File: config.mk
export PLATFORM = sky130hd
export DESIGN_NAME = bus_arbiter_fifo
export DESIGN_NICKNAME = d
export VERILOG_FILES = /design/src/rtl/bus_arbiter_fifo.sv
export SDC_FILE = /design/constraint.sdc
export NUM_CORES = 1
export LEC_CHECK = 0
export ABC_AREA = 1
export CAP_MARGIN = 20
export CORE_MARGIN = 5
export CORE_UTILIZATION = 50
export DETAILED_ROUTE_END_ITERATION = 6
export GPL_TIMING_DRIVEN = 0
export PLACE_DENSITY = 0.88
export REMOVE_ABC_BUFFERS = 1
export SETUP_SLACK_MARGIN = 0.15
export SLEW_MARGIN = 25
export SYNTH_ARGS = -nofsm -noshare
export SYNTH_HDL_FRONTEND = slang
export SYNTH_SLANG_ARGS = --single-unit
export TNS_END_PERCENT = 1
File: constraint.sdc
create_clock -name clk -period 7.07 [get_ports clk]
set_input_delay 2.121 -clock clk [delete_from_list [all_inputs] [get_ports clk]]
set_output_delay 2.121 -clock clk [all_outputs]
set_load 0.02 [all_outputs]
File: src/rtl/bus_arbiter_fifo.sv
// Shared-bus arbiter (fixed priority or round-robin) feeding a tagged capture FIFO.
// Latency: 1 cycle from req to out_valid. Backpressure: no grants while the FIFO is full.
module bus_arbiter_fifo #(
  parameter int  DATA_WIDTH  = 64,
  parameter int  NUM_MASTERS = 4,
  parameter int  DEPTH       = 4,
  parameter int  ARB_MODE    = 0,
  localparam int SRC_W       = (NUM_MASTERS > 1) ? $clog2(NUM_MASTERS) : 1,
  localparam int CNT_W       = $clog2(DEPTH) + 1
) (
  input  logic                              clk,
  input  logic                              rst_n,
  input  logic [NUM_MASTERS-1:0]            req,
  input  logic [NUM_MASTERS*DATA_WIDTH-1:0] data_in,
  output logic [NUM_MASTERS-1:0]            grant,
  output logic [DATA_WIDTH-1:0]             out_data,
  output logic [SRC_W-1:0]                  out_src,
  output logic                              out_valid,
  input  logic                              out_ready,
  output logic                              contention,
  output logic [CNT_W-1:0]                  count
);
  localparam int PTR_W = (DEPTH > 1) ? $clog2(DEPTH) : 1;
  localparam int ENT_W = SRC_W + DATA_WIDTH;

  logic [PTR_W-1:0]      wr_ptr_q, wr_ptr_d, rd_ptr_q, rd_ptr_d;
  logic [CNT_W-1:0]      count_q, count_d;
  logic [SRC_W-1:0]      rr_ptr_q, rr_ptr_d, gnt_idx;
  logic                  contention_q, contention_d;
  logic [ENT_W-1:0]      mem_q [DEPTH];
  logic                  accept_en, push, pop;
  logic [DATA_WIDTH-1:0] bus_data;

  // No pop-through credit: a full FIFO blocks grants even if the head is popped this cycle.
  assign accept_en = (count_q < CNT_W'(DEPTH));
  assign out_valid = (count_q != '0);
  assign push      = |grant;
  assign pop       = out_valid && out_ready;

  always_comb begin : arb
    logic             found;
    logic [SRC_W-1:0] sel;
    int               idx;
    grant   = '0;
    gnt_idx = '0;
    found   = 1'b0;
    sel     = '0;
    idx     = 0;
    if (rst_n && accept_en) begin
      for (int i = 0; i < NUM_MASTERS; i++) begin
        idx = (ARB_MODE == 1) ? ((int'(rr_ptr_q) + i) % NUM_MASTERS) : i;
        sel = SRC_W'(idx);
        if (!found && req[sel]) begin
          found      = 1'b1;
          grant[sel] = 1'b1;
          gnt_idx    = sel;
        end
      end
    end
  end

  // One-hot AND-OR bus: only the granted source can contribute.
  always_comb begin
    bus_data = '0;
    for (int i = 0; i < NUM_MASTERS; i++) begin
      bus_data = bus_data | (data_in[i*DATA_WIDTH +: DATA_WIDTH] & {DATA_WIDTH{grant[i]}});
    end
  end

  always_comb begin
    wr_ptr_d     = wr_ptr_q;
    rd_ptr_d     = rd_ptr_q;
    count_d      = count_q;
    rr_ptr_d     = rr_ptr_q;
    contention_d = ($countones(req) >= 2) && push;
    if (push) begin
      wr_ptr_d = wr_ptr_q + 1'b1;
      rr_ptr_d = (gnt_idx == SRC_W'(NUM_MASTERS - 1)) ? '0 : gnt_idx + 1'b1;
    end
    if (pop) begin
      rd_ptr_d = rd_ptr_q + 1'b1;
    end
    case ({push, pop})
      2'b10:   count_d = count_q + 1'b1;
      2'b01:   count_d = count_q - 1'b1;
      default: count_d = count_q;
    endcase
  end

  always_ff @(posedge clk or negedge rst_n) begin
    if (!rst_n) begin
      wr_ptr_q     <= '0;
      rd_ptr_q     <= '0;
      count_q      <= '0;
      rr_ptr_q     <= '0;
      contention_q <= 1'b0;
    end else begin
      wr_ptr_q     <= wr_ptr_d;
      rd_ptr_q     <= rd_ptr_d;
      count_q      <= count_d;
      rr_ptr_q     <= rr_ptr_d;
      contention_q <= contention_d;
    end
  end

  always_ff @(posedge clk) begin
    if (push) begin
      mem_q[wr_ptr_q] <= {gnt_idx, bus_data};
    end
  end

  // Head is gated so an empty or freshly reset FIFO presents zeros.
  assign {out_src, out_data} = out_valid ? mem_q[rd_ptr_q] : '0;
  assign contention          = contention_q;
  assign count               = count_q;
endmodule
==> results of run 1 <==
-- cells in the final DEF (no fill, tap or decap), types with 9 or more instances in the layout --
| cell type | netlist | layout |
|---|---|---|
| clkbuf_16 | 0 | 27 |
| buf_4 | 18 | 9 |
| o21ai_0 | 128 | 128 |
| nand3_1 | 196 | 196 |
| buf_12 | 0 | 9 |
| clkdlybuf4s50_1 | 0 | 336 |
| buf_16 | 0 | 15 |
| a21oi_1 | 68 | 68 |
| o21ai_1 | 9 | 9 |
| nor2_1 | 274 | 269 |
| nand2_1 | 205 | 205 |
| inv_1 | 79 | 79 |
| edfxtp_1 | 264 | 264 |
-- power by group --
part           internal (uW)  leakage [uW]  switching, uW
Combinational           1250       0.00364           1810
Clock                    770      0.000404            580
Sequential              2020       0.00255            105
-- worst max-delay path: stages --
cell and delay [ns]:
buf_4 0.24, buf_12 0.23, inv_1 0.17, ha_1 0.23, nand2_1 0.12, nor3_4 0.55, buf_6 0.28, clkdlybuf4s50_1 0.64
-- routing by layer --
metal / vias up / wire [um] / part of all wire
met2: 493 / 18670 / 0.51
met3: 86 / 3031 / 0.083
li1: 5200 / - / -
met1: 5176 / 13580 / 0.37
met4: 0 / 1100 / 0.030
met5: - / 0 / 0
-- worst max-delay path by stage --
stage               slack [ns]                      to  depth (start not counted)  startpoint
floorplan                -0.29   mem_q[0][0]$_DFFE_PP_                          6       rst_n
global placement         -5.77  mem_q[1][44]$_DFFE_PP_                          7      req[0]
detailed placement        0.17                grant[0]                          8       rst_n
CTS                       0.17                grant[0]                          8       rst_n
global route              0.12                grant[3]                          8      req[0]
finish                    0.33                grant[3]                          8      req[0]
-- flip-flops by register name, summed over array words and instances (netlist names) --
name	flops
mem_q	264
wr_ptr_q	2
count	3
contention	1
rd_ptr_q	2
-- per-stage QoR --
stage / setup slack, ns / cell area [um^2] / TNS [ns]
6_report: 0.3333 / 17850 / 0
5_1_grt: 0.1155 / 17850 / 0
4_1_cts: 0.1658 / 17820 / 0
3_5_place_dp: 0.1725 / 17000 / 0
3_3_place_gp: -5.769 / 16240 / -2135.78
2_1_floorplan: -0.2869 / 12460 / -75.74
-- area by class of cell --
| class | instances | area, um^2 | area share |
|---|---|---|---|
| antenna | 1 | 2.502 | 0.0001402 |
| inverter | 83 | 319.1 | 0.01788 |
| multi-input combinational | 900 | 4085 | 0.2289 |
| tap | 330 | 412.9 | 0.02314 |
| timing repair buffer | 373 | 4069 | 0.2280 |
| clock buffer | 31 | 690.7 | 0.03870 |
| clock inverter | 16 | 132.6 | 0.007431 |
| sequential | 272 | 8135 | 0.4558 |
-- cell families (layout without fill, tap and decap cells) --
group,Yosys count,count (layout)
and+or+nand+nor,680,681
DFF,272,272
AOI/OAI and AO/OA,206,206
buffers and inverters,176,503
adders and majority gates,10,10
xor gates and xnor gates,3,3
other,0,1
==> results.md, run 1 <==
* Critical path capture point type: output pin
* Max-slew headroom at 0.5379
* Mux contribution to synthesized area at 0
* Iter 0 DRT Violations at ~800
* Die Ht at 170.8 um
* Req. time, crit path at around 5.0 ns
* R2R cell count at 11
* FILL cells at roughly 1800
* Max frequency at 148.4 MHz
* Final Wtd Congestion at around 0.80
* Post-synth top area share at 0.6132
* Minimum hold slack at 0.5679 ns
* Hold path cells at 2
* Avg Inst Size Synth at around 9.6 um^2
* Initial antenna violation count at 1
* Top cells by area, synth: edfxtp_1 61%, nor2_1 8.0%, nand3_1 7.6%
* Worst-path clk slew at 0.05 ns
* Synth top cells by count: 274 x nor2_1, 264 x edfxtp_1, 205 x nand2_1
* Layout cells sized above 1 at 0.05493
* Clk root buf: clkbuf_16
* Number of remaining DRC errors at 0
* RSZ-0062 raised after global routing: true
* Layout Nets at between 1500 and 2000
* Startpoint types: input port
* Via count at about 11000
* Main synth FF type: edfxtp_1
* Num rows at 58
* M1 GR Usage at 0.2763
* Largest family of logic cells by synthesized area: simple AND/OR/NAND/NOR gates
* Crit Path Class: input port to output pin
* I/O Buffers at around 340
* Synth area leader: edfxtp_1
* Ys Warns at 0
* Met2 Use GR at 0.4295
* R2R setup slack at about 4.3 ns
* Clock buffer count from CTS at 27
* H-tree Lvls at 1
* FF+latch count, synth at between 200 and 300
* Worst min-delay path class: register to register
* Total power at around 6500 uW
* # resized after CTS at 0
* Synth cell types at 27
* Detail Placement HPWL at 24.57 mm
* Core area at ~25000 um^2
* Largest net degree at the start of global routing at 73
* Clk_lat worst skew at around 0.53 ns
* Post-DRT Antenna Nets at 0
* Non-Filler Instances at roughly 2000
* FF-to-FF Start: count[2]$_DFFE_PN0P_
* Worst hold endpoint: count[1]$_DFFE_PN0P_
* Number of global-route vias before repair at 11066
* Via density at around 5.5
* Syn Inst Count at 1347
* GRT Util Overall at 0.2369
* Tmin final at 6.737 ns
* Worst R2R End: count[2]$_DFFE_PN0P_
* EDFF count, synth at roughly 260
* Final core occ at 0.7047
* Grt peak-use layer: met2
* Clk sink count at around 270
* LEAKAGE at roughly 0.0066 uW
* Final hold violations at 0
* Simple-Gate Fraction of Synth Area at 0.2180
* Area delta synth->final at 38.06%
* Least-Margin Pin Slew at slightly below 0.7 ns
* CTS tree: built
* Number of placed I/O pins at about 340
* Power density over the cells at between 300 and 400 nW/um^2
* First-pass GRT wire length at between 50 and 60 mm
* Worst-case clock buffer depth at 3
* Setup Skew at between 0.008 and 0.009 ns
* Crit share post-route at 0.9529
* Die area at 29170 um^2
* Final setup vio count at 0
* Cell Count Post-Placement at 1955
* DRT Pass-1 Iters at 5
* Setup Buffers After CTS at 0
* Overall routed net length at ~36 mm
* Die W at about 170 um
* Sequential share of the synthesized area at 0.6287
* Max VDD drop at 243.9 uV
* Compound-cell area share of the yosys netlist at 0.07995
* Status: complete, no violations
* Most frequent cell after synthesis: nor2_1
* GR Util met3 at 0.04921
* Starting Density at 0.5104
* Synth async-reset ratio at 0.02941
* Xor/xnor cell area share of the yosys netlist at 0.002033
* Post-Synthesis Cell Area at between 10000 and 15000 um^2
* Hold path start: count[1]$_DFFE_PN0P_
* Grt total ovfl at 0
* Fin. max-slew vios at 0
* Cts hold-fix bufs at 0
* Routed wire per std cell at around 18 um
* Data arrival, critical path at roughly 4.6 ns
* CP max FO at 36
* MaxCap Viol Count at 0
* Synth Area in Adders at 0.01084
Power figures use the tool's default switching activity.
==> run 2: changes to the inputs <==
- CORE_UTILIZATION: 50 -> 49
- PLACE_DENSITY: 0.88 -> not set
- PLACE_DENSITY_LB_ADDON: not set -> 0.12
- REMOVE_ABC_BUFFERS: 1 -> not set
- clock period: 7.07 -> 6.65 ns (I/O delays scaled with it)
==> run 2 against run 1 <==
The flow now finishes with violations (DRC). Critical path depth stayed put. Clock power grew 25%. Sequential share of layout area down 0.67 points. Combinational power increased by 10%. Largest cell class unchanged.
==> results.md, run 2 (synthesis results as in run 1) <==
* Worst R2R End: mem_q[3][28]$_DFFE_PP_
* Number of flip-flops under the largest register name at approximately 260
* Hold path start: count[0]$_DFFE_PN0P_
* Via density at 5.356
* # resized after CTS at 2
* Initial antenna violation count at 0
* FILL cells at ~2000
* GRT Util Overall at 0.2698
* Data arrival, critical path at 4.38 ns
* Setup Skew at approximately 0.017 ns
* Clk sink count at roughly 270
* Iter 0 DRT Violations at approximately 860
* Critical path capture point type: output pin
* Worst hold endpoint: count[0]$_DFFE_PN0P_
* Die W at 172.4 um
* Final WS setup at 0.2759 ns
* Least-Margin Pin Slew at approximately 0.92 ns
* Clk_lat worst skew at roughly 0.54 ns
* Clock buffer count from CTS at 28
* Placed cell areas at 17090 um^2
* Worst min-delay path class: register to register
* Crit share post-route at 0.9585
* Register area at between 8000 and 9000 um^2
* Ant. Diodes at 0
* Number of placed I/O pins at between 300 and 400
* Startpoint types: input port
* Syn nets at around 1600
* Routed wire per std cell at 19.85 um
* MaxCap Viol Count at 0
* Hold path cells at 1
* DRT Pass-1 Iters at 7
* Die area at just under 30000 um^2
* R2R cell count at 7
* Number of remaining DRC errors at 2
* Total power at slightly above 7000 uW
* Post-DRT Antenna Nets at 0
* DP Worst Slack at -0.5606 ns
* Tmin final at approximately 6.4 ns
* Final setup vio count at 0
* Failing checks: DRC
* Number of global-route vias before repair at 10916
* Multi-input logic area at a little over 4000 um^2
* FF-to-FF Start: count[2]$_DFFE_PN0P_
* Leading cell type in the layout, fill and taps excluded: clkdlybuf4s50_1
* RSZ-0062 raised after global routing: true
* Top reg by flops: mem_q
* Grt total ovfl at 0
* LEAKAGE at between 0.006 and 0.007 uW
* I/O Buffers at 337
* CP peak stage delay at 0.65 ns
* Final core occ at 0.6964
* First-pass GRT wire length at slightly above 60 mm
* CTS tree: built
* Starting Density at 0.4975
* Layout Nets at 1998
* Cell breakdown of the critical path: clkdlybuf4s50_1 -> buf_4 -> inv_1 -> ha_1 -> nand2_1 -> nor3_2 -> buf_2 -> clkdlybuf4s50_1
* Most frequent cells in the layout: 336 x clkdlybuf4s50_1, 270 x nor2_1, 264 x edfxtp_1
* Power density over the cells at a little over 400 nW/um^2
* Setup Buffers After CTS at 0
* Area delta synth->final at 39.98%
* Via count at 11152
* Req. time, crit path at 4.66 ns
* Final Wtd Congestion at ~0.86
* Overall routed net length at just over 40 mm
* CP max FO at 19
* Detail Placement HPWL at approximately 30 mm
* Core area at 25980 um^2
* Largest net degree at the start of global routing at 23
* Num rows at 59
* Layout cells sized above 1 at 0.07270
* Final hold violations at 0
* Max VDD drop at between 150 and 200 uV
* Die Ht at around 170 um
* Slowest cell on crit path: clkdlybuf4s50_1
* Crit Path Class: input port to output pin
* Fin. max-slew vios at 0
* Cts hold-fix bufs at 0
* Worst-path clk slew at approximately 0.06 ns
* H-tree Lvls at 1
* Clk root buf: clkbuf_16
* CP dominant cell by count: clkdlybuf4s50_1
* Max-slew headroom at 0.3862
* Final Instance Area at between 15000 and 20000 um^2
* Max frequency at between 150 and 200 MHz
* R2R setup slack at between 3 and 4 ns
* Worst-case clock buffer depth at 3
* Status: finished with violations
[run 2: cell count changes in the layout (fill, tap and decap cells not counted), moves of 3 or more]
cell,before,now
buf_1,0,11
buf_12,9,2
buf_16,15,11
buf_2,0,33
buf_4,9,19
buf_6,4,1
bufinv_16,2,6
clkbuf_1,4,25
clkinvlp_4,1,5
[run 2: through the flow]
step / instances / hold slack, ns / TNS [ns]
final: 2082 / 0.5611 / 0
after global routing: 2082 / 0.5821 / 0
after CTS: 2082 / 0.5605 / 0
after detailed placement: 2032 / 0.5383 / -0.8653
after global placement: 2019 / 0.5341 / -739.80
after floorplan: 1347 / 0.5240 / 0
[run 2: worst max path at each step]
stage / startpoint / to / cells past startpoint
6_report: req[0] / grant[3] / 8
5_1_grt: req[0] / grant[3] / 8
4_1_cts: req[0] / grant[1] / 8
3_5_place_dp: req[0] / grant[1] / 10
3_3_place_gp: req[0] / mem_q[3][28]$_DFFE_PP_ / 9
2_1_floorplan: req[0] / mem_q[0][0]$_DFFE_PP_ / 8
[run 2: metal layers]
layer,part of all wire,wire [um],up-vias,track usage
met2,0.49,20080,513,0.4560
met3,0.094,3905,76,0.05784
met5,0,0,-,0
met4,0.034,1411,0,0.09433
li1,-,-,5338,-
met1,0.39,15930,5225,0.3459
[run 2: power by group]
group | total (uW) | internal, uW | leakage (uW) | switching [uW]
sequential | 2210 | 2150 | 0.00255 | 57.3
clock | 1690 | 1030 | 0.000480 | 658
combinational | 3380 | 1310 | 0.00376 | 2070
[run 2: final cells by class]
type | count | area share
repair buffers | 350 | 0.2053
inverters | 83 | 0.01729
clock inverters | 23 | 0.01556
plain buffers | 91 | 0.02579
flip-flops and latches | 272 | 0.4491
well taps | 335 | 0.02316
multi-input cells | 899 | 0.2237
clock buffers | 29 | 0.04010
[run 2: critical path: cells and delay by family]
| kind | cells | cell delay [ns] |
|---|---|---|
| fa+ha+maj | 1 | 0.23 |
| buf+inv | 5 | 1.86 |
| simple gates | 2 | 0.29 |
==> run 3: changes to the inputs <==
- SETUP_SLACK_MARGIN: 0.15 -> 0.2
==> run 3 against run 2 <==
The flow now finishes without violations. Final area barely moved. Highest routed layer unchanged. Maximum frequency fell by 1.6%. Sequential power barely moved. Power about the same. Critical path depth increased by 1. Critical endpoint is now grant[2]. Via count hardly changed. Combinational power hardly changed. Clock power hardly changed. Non-clock buffer count grew 1. Hold slack got worse by 0.0067 ns. Sequential share of layout area is essentially flat.
==> results.md, run 3 (synthesis results as in run 1) <==
* Status: complete, no violations
* Clock buffer count from CTS at 28
* Largest net degree at the start of global routing at 23
* Register area at about 8100 um^2
* Starting Density at 0.4975
* Die W at 172.4 um
* Worst-path clk slew at 0.06 ns
* Number of remaining DRC errors at 0
* Syn nets at 1620
* CTS tree: built
* Via count at 11144
* Worst-case clock buffer depth at 3
* Layout cells sized above 1 at 0.07323
* Data arrival, critical path at 4.49 ns
* Crit share post-route at 0.9745
* CP endpoint: grant[2]
* Clk_lat worst skew at between 0.5 and 0.6 ns
* Power density over the cells at between 400 and 500 nW/um^2
* Routed wire per std cell at ~20 um
* Number of flip-flops under the largest register name at about 260
* Least-Margin Pin Slew at 0.9118 ns
* Final hold violations at 0
* Leading cell type in the layout, fill and taps excluded: clkdlybuf4s50_1
* Number of placed I/O pins at around 340
* Tmin final at roughly 6.5 ns
* GRT Util Overall at 0.2701
* Initial antenna violation count at 0
* Max VDD drop at 190.8 uV
* Overall routed net length at 41.38 mm
* H-tree Lvls at 1
* Die Ht at about 170 um
* Non-Filler Instances at ~2100
* CP max FO at 10
* Fin. max-slew vios at 0
* DRT Pass-1 Iters at 5
* MaxCap Viol Count at 0
* Cts hold-fix bufs at 0
* Critical path capture point type: output pin
* Worst Setup SP: req[0]
* Max frequency at between 150 and 200 MHz
* Clk sink count at 272
* Final Instance Area at roughly 18000 um^2
* FF-to-FF Start: count[2]$_DFFE_PN0P_
* First-pass GRT wire length at 61.32 mm
* Top reg by flops: mem_q
* Startpoint types: input port
* Post-DRT Antenna Nets at 0
* Worst R2R End: mem_q[3][28]$_DFFE_PP_
* Via density at roughly 5.3
* Grt total ovfl at 0
* Number of global-route vias before repair at about 11000
* RSZ-0062 raised after global routing: true
* Worst min-delay path class: register to register
* LEAKAGE at between 0.006 and 0.007 uW
* Ant. Diodes at 0
* R2R cell count at 7
* Final core occ at 0.6967
* Setup Skew at ~0.017 ns
* Die area at slightly below 30000 um^2
* Iter 0 DRT Violations at ~870
* Max-slew headroom at 0.3921
* Layout Nets at between 1500 and 2000
* Area delta synth->final at 40.04%
* Placed cell areas at 17090 um^2
* Final setup vio count at 0
* Req. time, crit path at approximately 4.7 ns
* I/O Buffers at approximately 340
* Multi-input logic area at roughly 4000 um^2
* Final Wtd Congestion at just under 0.9
* Detail Placement HPWL at approximately 29 mm
* Most frequent cells in the layout: 335 x clkdlybuf4s50_1, 270 x nor2_1, 264 x edfxtp_1
* Cell Count Post-Placement at 2032
* Clk root buf: clkbuf_16
* Crit Path Class: input port to output pin
* FILL cells at 1995
* Core area at approximately 26000 um^2
* R2R setup slack at around 3.9 ns
* Num rows at approximately 60
-- run 3: layer usage --
layer | track usage | share of wire | up-vias
met2 | 0.4563 | 0.48 | 497
met1 | 0.3473 | 0.39 | 5216
li1 | - | - | 5346
met4 | 0.09296 | 0.036 | 0
met5 | 0 | 0 | -
met3 | 0.05784 | 0.089 | 85
-- run 3: area by class of cell --
type | instances | share of cell area
flip-flops and latches | 272 | 0.4490
multi-input cells | 899 | 0.2236
repair buffers | 350 | 0.2053
plain buffers | 92 | 0.02606
clock buffers | 29 | 0.04009
clock inverters | 23 | 0.01555
well taps | 335 | 0.02315
inverters | 83 | 0.01728
-- run 3: power breakdown --
| part | total, uW | switching, uW | internal, uW |
|---|---|---|---|
| logic | 3390 | 2070 | 1310 |
| registers | 2210 | 57.1 | 2150 |
| clock network | 1690 | 659 | 1030 |
| total | 7280 | 2790 | 4490 |
-- run 3: worst min path at each step --
stage / cells after the start / slack [ns] / from / to
after CTS: 1 / 0.56 / count[0]$_DFFE_PN0P_ / count[0]$_DFFE_PN0P_
after global placement: 2 / 0.53 / count[1]$_DFFE_PN0P_ / count[1]$_DFFE_PN0P_
after detailed placement: 2 / 0.54 / count[1]$_DFFE_PN0P_ / count[1]$_DFFE_PN0P_
final: 1 / 0.55 / count[0]$_DFFE_PN0P_ / count[0]$_DFFE_PN0P_
after global routing: 1 / 0.58 / count[0]$_DFFE_PN0P_ / count[0]$_DFFE_PN0P_
after floorplan: 2 / 0.52 / wr_ptr_q[1]$_DFFE_PN0P_ / wr_ptr_q[1]$_DFFE_PN0P_
-- run 3: per-stage QoR --
stage	hold WS (ns)	TNS [ns]	setup slack (ns)	power [uW]
2_1_floorplan	0.5240	0	0.3232	4021
3_3_place_gp	0.5341	-739.80	-2.883	5523
3_5_place_dp	0.5383	-0.8653	-0.5606	5622
4_1_cts	0.5605	0	0.09628	7304
5_1_grt	0.5821	0	0.005672	7645
6_report	0.5544	0	0.1697	7279
-- run 3: timing repair --
item / in CTS / in global routing
pin swaps: 0 / 0
setup endpoints to repair: 4 / 4
gates resized for setup: 4 / 1
setup buffers: 0 / 0
-- run 3: worst max-delay path, cell delays in order --
cell,delay [ns]
clkdlybuf4s50_1,0.52
buf_4,0.26
buf_2,0.22
inv_1,0.13
ha_1,0.23
nand2_1,0.07
nor2_1,0.14
buf_2,0.26
clkdlybuf4s50_1,0.65
